`config.mk`:
```
export PLATFORM = sky130hd
export DESIGN_NAME = rotate_seq_ctrl
export DESIGN_NICKNAME = d
export VERILOG_FILES = /design/src/rtl/rotate_pkg.sv /design/src/rtl/rd_credit_tracker.sv /design/src/rtl/rotate_seq_ctrl.sv
export SDC_FILE = /design/constraint.sdc
export NUM_CORES = 1
export LEC_CHECK = 0
export ABC_AREA = 1
export CORE_ASPECT_RATIO = 1.75
export CORE_MARGIN = 1.5
export CORE_UTILIZATION = 25
export CTS_CLUSTER_SIZE = 24
export DETAILED_ROUTE_END_ITERATION = 8
export MAX_ROUTING_LAYER = met4
export PLACE_DENSITY_LB_ADDON = 0.25
export REMOVE_ABC_BUFFERS = 1
export SYNTH_ARGS = -nofsm -noshare
export SYNTH_HDL_FRONTEND = slang
export SYNTH_SLANG_ARGS = --single-unit
```
`constraint.sdc`:
```
create_clock -name clk -period 4.2 [get_ports clk]
set_input_delay 0.84 -clock clk [delete_from_list [all_inputs] [get_ports clk]]
set_output_delay 0.84 -clock clk [all_outputs]
set_load 0.01 [all_outputs]
```
`src/rtl/rotate_pkg.sv`:
```
// Shared definitions for the rotate sequencing controller.
//   - state_t     : controller phase encoding (IDLE/READ/WRITE/DONE)
//   - *_DEF       : default geometry of the 64-line rotate datapath
//   - OUT_W       : width of the outstanding-read counter (MAX_OUT <= 7)
package rotate_pkg;

  localparam int DEPTH_DEF   = 64;
  localparam int ADDR_W_DEF  = 6;
  localparam int MAX_OUT_DEF = 2;
  localparam int OUT_W       = 3;

  typedef enum logic [1:0] {
    ST_IDLE  = 2'd0,
    ST_READ  = 2'd1,
    ST_WRITE = 2'd2,
    ST_DONE  = 2'd3
  } state_t;

endpackage

```
`src/rtl/rd_credit_tracker.sv`:
```
// Read-side bookkeeping for the rotate sequencer: issue/capture counters,
// outstanding-read credit and the sticky protocol-error flag.
// Ports:
//   clk, rst     : clock, asynchronous active-low reset
//   clear        : start accepted; zero all counters and the error flag
//   rd_phase     : controller is in its READ phase
//   rd_valid     : memory returned a line this cycle
//   issue        : a read is issued this cycle
//   cap_en       : the returned line is captured this cycle
//   last_cap     : this capture is the final line of the operation
//   err          : sticky, a return arrived with no read outstanding
//   iss_addr     : address of the read being issued
//   cap_idx      : buffer slot for the line being captured
module rd_credit_tracker
  import rotate_pkg::*;
#(
  parameter int DEPTH   = DEPTH_DEF,
  parameter int ADDR_W  = ADDR_W_DEF,
  parameter int MAX_OUT = MAX_OUT_DEF
) (
  input  logic              clk,
  input  logic              rst,
  input  logic              clear,
  input  logic              rd_phase,
  input  logic              rd_valid,
  output logic              issue,
  output logic              cap_en,
  output logic              last_cap,
  output logic              err,
  output logic [ADDR_W-1:0] iss_addr,
  output logic [ADDR_W-1:0] cap_idx
);

  logic [ADDR_W:0]  iss_cnt;
  logic [ADDR_W:0]  cap_cnt;
  logic [OUT_W-1:0] outstanding;
  logic             ret_ok;

  // Credit check uses the registered count, so a return in the same cycle
  // does not free a slot until the next cycle.
  assign issue    = rd_phase && (iss_cnt < (ADDR_W+1)'(DEPTH))
                    && (outstanding < OUT_W'(MAX_OUT));
  assign ret_ok   = rd_phase && rd_valid && (outstanding != '0);
  assign cap_en   = ret_ok;
  assign last_cap = ret_ok && (cap_cnt == (ADDR_W+1)'(DEPTH-1));
  assign iss_addr = iss_cnt[ADDR_W-1:0];
  assign cap_idx  = cap_cnt[ADDR_W-1:0];

  always_ff @(posedge clk or negedge rst) begin
    if (!rst) begin
      iss_cnt     <= '0;
      cap_cnt     <= '0;
      outstanding <= '0;
      err         <= 1'b0;
    end else if (clear) begin
      iss_cnt     <= '0;
      cap_cnt     <= '0;
      outstanding <= '0;
      err         <= 1'b0;
    end else begin
      if (issue)  iss_cnt <= iss_cnt + 1'b1;
      if (ret_ok) cap_cnt <= cap_cnt + 1'b1;
      case ({issue, ret_ok})
        2'b10:   outstanding <= outstanding + 1'b1;
        2'b01:   outstanding <= outstanding - 1'b1;
        default: outstanding <= outstanding;
      endcase
      // Any return that cannot be matched to an outstanding read is a
      // protocol violation, including returns outside the READ phase.
      if (rd_valid && !ret_ok) err <= 1'b1;
    end
  end

endmodule

```
`src/rtl/rotate_seq_ctrl.sv`:
```
// Sequencing controller for the line-rotate datapath. On start it reads all
// DEPTH source lines (credit limited), steering each into the capture buffer,
// then streams DEPTH rotated lines back to memory under write backpressure.
// Ports:
//   clk, rst               : clock, asynchronous active-low reset
//   start                  : begin an operation (honoured only when idle)
//   mem_rd_en / mem_rd_valid : read request / in-order read return
//   mem_wr_en / mem_wr_ready : write request (held) / write accept
//   mem_addr               : read address in READ, write address in WRITE
//   dp_cap_en / dp_cap_idx : capture strobe and slot for returned line
//   dp_out_sel             : line index the datapath drives for writing
//   busy, done, err        : status; done is a one-cycle pulse, err sticky
module rotate_seq_ctrl
  import rotate_pkg::*;
#(
  parameter int DEPTH   = DEPTH_DEF,
  parameter int ADDR_W  = ADDR_W_DEF,
  parameter int MAX_OUT = MAX_OUT_DEF
) (
  input  logic              clk,
  input  logic              rst,
  input  logic              start,
  output logic              mem_rd_en,
  output logic [ADDR_W-1:0] mem_addr,
  input  logic              mem_rd_valid,
  output logic              mem_wr_en,
  input  logic              mem_wr_ready,
  output logic              dp_cap_en,
  output logic [ADDR_W-1:0] dp_cap_idx,
  output logic [ADDR_W-1:0] dp_out_sel,
  output logic              busy,
  output logic              done,
  output logic              err
);

  state_t            state, state_nxt;
  logic [ADDR_W:0]   out_cnt;
  logic              accept_start;
  logic              wr_fire;
  logic              issue;
  logic              last_cap;
  logic [ADDR_W-1:0] iss_addr;

  assign accept_start = (state == ST_IDLE) && start;
  assign wr_fire      = (state == ST_WRITE) && mem_wr_ready;

  rd_credit_tracker #(
    .DEPTH   (DEPTH),
    .ADDR_W  (ADDR_W),
    .MAX_OUT (MAX_OUT)
  ) u_rd_credit_tracker (
    .clk      (clk),
    .rst      (rst),
    .clear    (accept_start),
    .rd_phase (state == ST_READ),
    .rd_valid (mem_rd_valid),
    .issue    (issue),
    .cap_en   (dp_cap_en),
    .last_cap (last_cap),
    .err      (err),
    .iss_addr (iss_addr),
    .cap_idx  (dp_cap_idx)
  );

  assign dp_out_sel = out_cnt[ADDR_W-1:0];

  always_ff @(posedge clk or negedge rst) begin
    if (!rst) begin
      state   <= ST_IDLE;
      out_cnt <= '0;
    end else begin
      state <= state_nxt;
      if (accept_start)  out_cnt <= '0;
      else if (wr_fire)  out_cnt <= out_cnt + 1'b1;
    end
  end

  always_comb begin
    state_nxt = state;
    mem_rd_en = 1'b0;
    mem_wr_en = 1'b0;
    mem_addr  = '0;
    busy      = 1'b1;
    done      = 1'b0;
    case (state)
      ST_IDLE: begin
        busy = 1'b0;
        if (start) state_nxt = ST_READ;
      end
      ST_READ: begin
        mem_rd_en = issue;
        mem_addr  = iss_addr;
        // Leave READ in the cycle of the final capture so the captured
        // count is already DEPTH on entry to WRITE.
        if (last_cap) state_nxt = ST_WRITE;
      end
      ST_WRITE: begin
        mem_wr_en = 1'b1;
        mem_addr  = out_cnt[ADDR_W-1:0];
        if (mem_wr_ready && (out_cnt == (ADDR_W+1)'(DEPTH-1)))
          state_nxt = ST_DONE;
      end
      ST_DONE: begin
        done      = 1'b1;
        state_nxt = ST_IDLE;
      end
      default: state_nxt = ST_IDLE;
    endcase
  end

endmodule
```
After elaboration in Yosys (flattened, before gate mapping):

Cells that the tools add are included.

* add/subtract/negate cells: 5
* $mul: 0
* divide/modulo/power cells: 0
* $lt $le $gt $ge: 2
* equal/unequal tests: 10
* shift-type cells: 0
* muxes and demuxes: 19
* bitwise logic cells: 0
* reductions and logical operators: 18

Operators with widths (number)
* two-way mux 7 bit: 6
* adder 7 x 1 -> 7 bit, second input constant: 3
* == test 7 x 6 -> 1 bit, second input constant: 2
* one-hot mux 6 bit (2 select lines): 1
* logical AND 1 bit: 9
* one-hot mux 2 bit (4 select lines): 1
* nonzero test 2 bit: 4
* less-than comparator 7 bit, second input constant: 1
* == test 2 bit, second input constant: 3
* two-way mux 1 bit: 6
* two-way mux 2 bit: 3
* one-hot mux 3 bit (2 select lines): 1
* nonzero test 3 bit: 2
* == test 2 x 1 -> 1 bit, second input constant: 2
* inequality test 2 bit, second input constant: 2
* adder 3 x 1 -> 3 bit, second input constant: 1
* less-than comparator 3 x 2 -> 1 bit, second input constant: 1
* two-way mux 3 bit: 1
* AND reduction 3 bit: 1
* subtractor 3 x 1 -> 3 bit, second input constant: 1
* zero test 2 bit: 1
* inequality test 2 x 1 -> 1 bit, second input constant: 1
* zero test 1 bit: 1

* bits in registers: 27
* latch bits: 0
* memory bits (writable): 0
* bits in read-only memories: 0
* bits of input ports: 5
* output and inout port bits: 24
* logic and storage cells: 60
* memories kept: 0

Depth between registers and ports, before layout:

* depth in word-level cells: 7
* mapped depth: 11
* depth with buffers taken out: 11

Modules after synthesis:

From an unflattened synthesis, not the netlist that was laid out.

* cell total of the unflattened synthesis: 258
* area total of the unflattened synthesis: 1899.3 um^2

By module, submodules not included
* rd_credit_tracker: times used 1, cells an instance 155, area an instance 1179.9 um^2
* rotate_seq_ctrl: times used 1, cells an instance 103, area an instance 719.4 um^2

Worst setup path after synthesis:

No wires, ideal clock.

* path type: input to register
* start: input mem_rd_valid
* end: register u_rd_credit_tracker.outstanding[2]
* arrival: 1988 ps
* required time: 4074 ps
* path slack: 2086 ps
* cell stages on the path: 9
* buffers on the path: 0
* path through: nand2_1 > a21oi_4 > nand2_4 > inv_2 > fa_1 > xnor2_1 > nor2_1 > o21ai_0 > a21oi_2

* longest elaborated chain between the ends: 5
* elaborated cells on any way between the ends: 7
* those cells by class: eq/ne (2); mux (2); reduce/logical (3)

Ends and longest elaborated chain
* start, declared: RTL line rotate_seq_ctrl.sv:25 `input logic mem_rd_valid,`
* logical AND 1 bit (*) (2 in series): RTL line rd_credit_tracker.sv:43 `assign ret_ok = rd_phase && rd_valid && (outstanding != '0);`
* named net dp_cap_en: RTL line rotate_seq_ctrl.sv:28 `output logic dp_cap_en,`
* == test 2 x 1 -> 1 bit / == test 2 bit (equally long branches): RTL line rd_credit_tracker.sv:63 `case ({issue, ret_ok})`
* one-hot mux 3 bit (2 select lines): RTL line rd_credit_tracker.sv:63
* two-way mux 3 bit: RTL line rd_credit_tracker.sv:55 `end else if (clear) begin`
* end signal, assigned: RTL line rd_credit_tracker.sv:64 `2'b10: outstanding <= outstanding + 1'b1;`
* end signal, assigned: RTL line rd_credit_tracker.sv:65 `2'b01: outstanding <= outstanding - 1'b1;`
* end signal, assigned: RTL line rd_credit_tracker.sv:66 `default: outstanding <= outstanding;`
* end, declared: RTL line rd_credit_tracker.sv:36 `logic [OUT_W-1:0] outstanding;`

The timed path passes the listed nets; every way through them passes the cells marked *.
A chain may end at the register's enable or synchronous reset.

Worst setup path in the final report:

* start: input mem_rd_valid
* end: output dp_cap_en

* longest elaborated chain between the ends: 2

Ends and longest elaborated chain (RTL line)
* logical AND 1 bit (2 in series): rd_credit_tracker.sv:43
* end, declared: rotate_seq_ctrl.sv:28

Every way passes these cells.

==> metrics <==
post-synthesis async set-or-reset flop share 100%; post-CTS sizing 0; # DRC 0; Cells after Synth 231; Most used DFF post-synth dfrtp_1; crit path capture type output pin; Worst Setup Slack, final 0.981 ns; Peak VDD IR 217 uV; core area 0.00686 sq mm; Starting DRT DRC Count 58; cts hold-fix bufs 0; f_max 0.311 GHz; Nets 264; post-synth top area share 38.4%; synthesized area per cell 7.61 sq um; gr usage total 12.6%; ANT cells 0; Die Area 0.00756 sq mm; DPL Wire Length 3.17 mm; Pint 0.669 mW; Unique masters post-synth 27; #FFs+latches synth 27; ratio of final minimum period to clock period 76.6%; Wirelength per Cell 12.6 microns; worst-path maximum fanout 10; H-tree Lvls 1; Final min period 3.22 ns; sw frac 43.3%; Die Ht 114 microns; initial antenna violation count 0; measured slew at the worst slew-check pin 0.478 ns; setup TNS 0 ns; Synth area leaders dfrtp_1, nand2_1, inv_1; clk sinks 27; maximum root-to-sink buffer count 2; first-pass GRT wire length 7.11 mm; Most Frequent Cell on Critical Path clkdlybuf4s50_1; CP Cell Sequence clkdlybuf4s50_1 > nand2_1 > a21oi_4 > clkdlybuf4s50_1; Hold WS 0.494 ns; Buffers on Ports 28; clock skew 0.00349 ns; CTS tree built; placer congestion estimate 0.750; Crit-path slowest cell clkdlybuf4s50_1; net switching power 0.512 mW; Final Max Slew Viols 0; Pleak 0.969 nW; overall routed net length 4.20 mm; Slew headroom 68.1%; Clock Power Share 19.9%; crit path kind in -> out; vias 1507; Reg power frac 32.7%; 1st-pass router iterations 4; min-delay worst type reg -> reg; pwr dens 556 mW/mm^2; Max-cap violations 0; Root Driver clkbuf_16; CP max stage delay 0.61 ns; cell area after synthesis 0.00176 sq mm; register area share after synthesis 38.4%; Post-DRT Antenna Nets 0; Final Hold Viols 0; Ys Warns 0; Core Rows 40; WP buf/inv 2; total power 1.18 mW; top cells by instance count after synthesis nand2_1, inv_1, dfrtp_1; CTS buffer count 3; RSZ-0062 raised after global routing no; Area growth, synth to finish 20.9%; Placement Setup Slack 0.977 ns; number of enable flip-flop cells after synthesis 0; Startpoint Class input port; Critical Path AT 2.38 ns; layout cells sized above 1 8.03%; GRT overflow 0; Gate power share 47.4%; Synth area leader dfrtp_1; largest net degree at the start of global routing 28; DIE WIDTH 66.4 microns; vias in the first global route 1518; drt via density 4.53; Critical Path RT 3.36 ns; cell family with most CP delay buffers and inverters; worst-skew pair later-pin latency 0.27 ns; Clock transition at path regs 0.07 ns; Initial Util 25.6%; Boundary Pins 29; Post-CTS Setup Repair Bufs 0; setup violators final 0; most frequent cell after synthesis nand2_1; outcome finished, final reports clean
-- final timing paths --
check	startpoint	endpoint	slack, ns	cells after the start
max	mem_rd_valid	dp_cap_en	0.98	4
min	u_rd_credit_tracker.err	u_rd_credit_tracker.err	0.49	2
max reg2reg	state[1]	u_rd_credit_tracker.outstanding[2]	1.78	11
min reg2reg	u_rd_credit_tracker.err	u_rd_credit_tracker.err	0.49	2
max in group asynchronous	rst	u_rd_credit_tracker.cap_cnt[1]	2.95	2
min in group asynchronous	rst	u_rd_credit_tracker.iss_cnt[1]	0.96	2
-- flip-flops by register name, indices dropped and copies added (netlist names) --
register,cells
u_rd_credit_tracker.outstanding,3
u_rd_credit_tracker.cap_cnt,7
u_rd_credit_tracker.iss_cnt,7
out_cnt,7
state,2
u_rd_credit_tracker.err,1
-- worst register-to-register path, cell delays in order, from the launching register on --
cell,delay [ns]
dfrtp_1,0.41
inv_1,0.11
ha_1,0.46
nand2_1,0.17
a21oi_4,0.34
nand2_4,0.08
inv_2,0.08
fa_1,0.18
xnor2_1,0.15
nor2_1,0.05
o21ai_0,0.19
a21oi_2,0.07
-- final cells by class --
type / instances / area [sq um]
Fill cell: 722 / 4730
Sequential cell: 27 / 676
Tap cell: 84 / 105
Multi-Input combinational cell: 158 / 852
Clock inverter: 1 / 8.76
Clock buffer: 3 / 75.1
Timing Repair Buffer: 30 / 295
Inverter: 30 / 113
-- stage by stage --
stage               instances  utilization (%)  cell area (sq um)
floorplan                 215                -               1640
global route              333             31.0               2120
CTS                       333             31.0               2120
global placement          329             29.8               2040
detailed placement        329             29.8               2040
finish                    333             31.0               2120
-- layout by cell type, fill, tap and decap left out, types with 2 or more instances in the layout --
master,instances
a21oi_1,14
buf_4,2
clkbuf_16,3
clkdlybuf4s50_1,28
dfrtp_1,27
ha_1,8
inv_1,28
inv_2,2
nand2_1,53
nand2_2,3
nand2_4,2
nand3_1,15
nand4_1,9
nor2_1,21
nor3_1,4
o21ai_0,18
or2_2,2
-- per-layer routing --
layer	GRT usage, %	wire (microns)	part of all wire (%)
met5	-	0	0
met2	22.1	2220	53
met4	5.03	97	2.3
met1	14.0	1780	42
met3	1.48	108	2.6
-- power groups by stage --
stage / Clock, mW / Combinational [mW] / Sequential [mW]
after global placement: 0 / 0.562 / 0.391
final: 0.235 / 0.560 / 0.386
after global routing: 0.250 / 0.638 / 0.395
after floorplan: 0 / 0.352 / 0.383
after CTS: 0.243 / 0.568 / 0.386
after detailed placement: 0 / 0.566 / 0.391
-- kinds of logic (layout without fill, tap and decap cells) --
kind of cell / count (synthesis) / after routing / synth area share [%]
adders and majority gates: 9 / 9 / 6.83
buffers and inverters: 46 / 64 / 13.1
DFF: 27 / 27 / 38.4
and+or+nand+nor: 113 / 113 / 30.1
AOI/OAI and AO/OA: 34 / 34 / 10.5
xor gates and xnor gates: 2 / 2 / 0.997
Power figures use the tool's default switching activity.
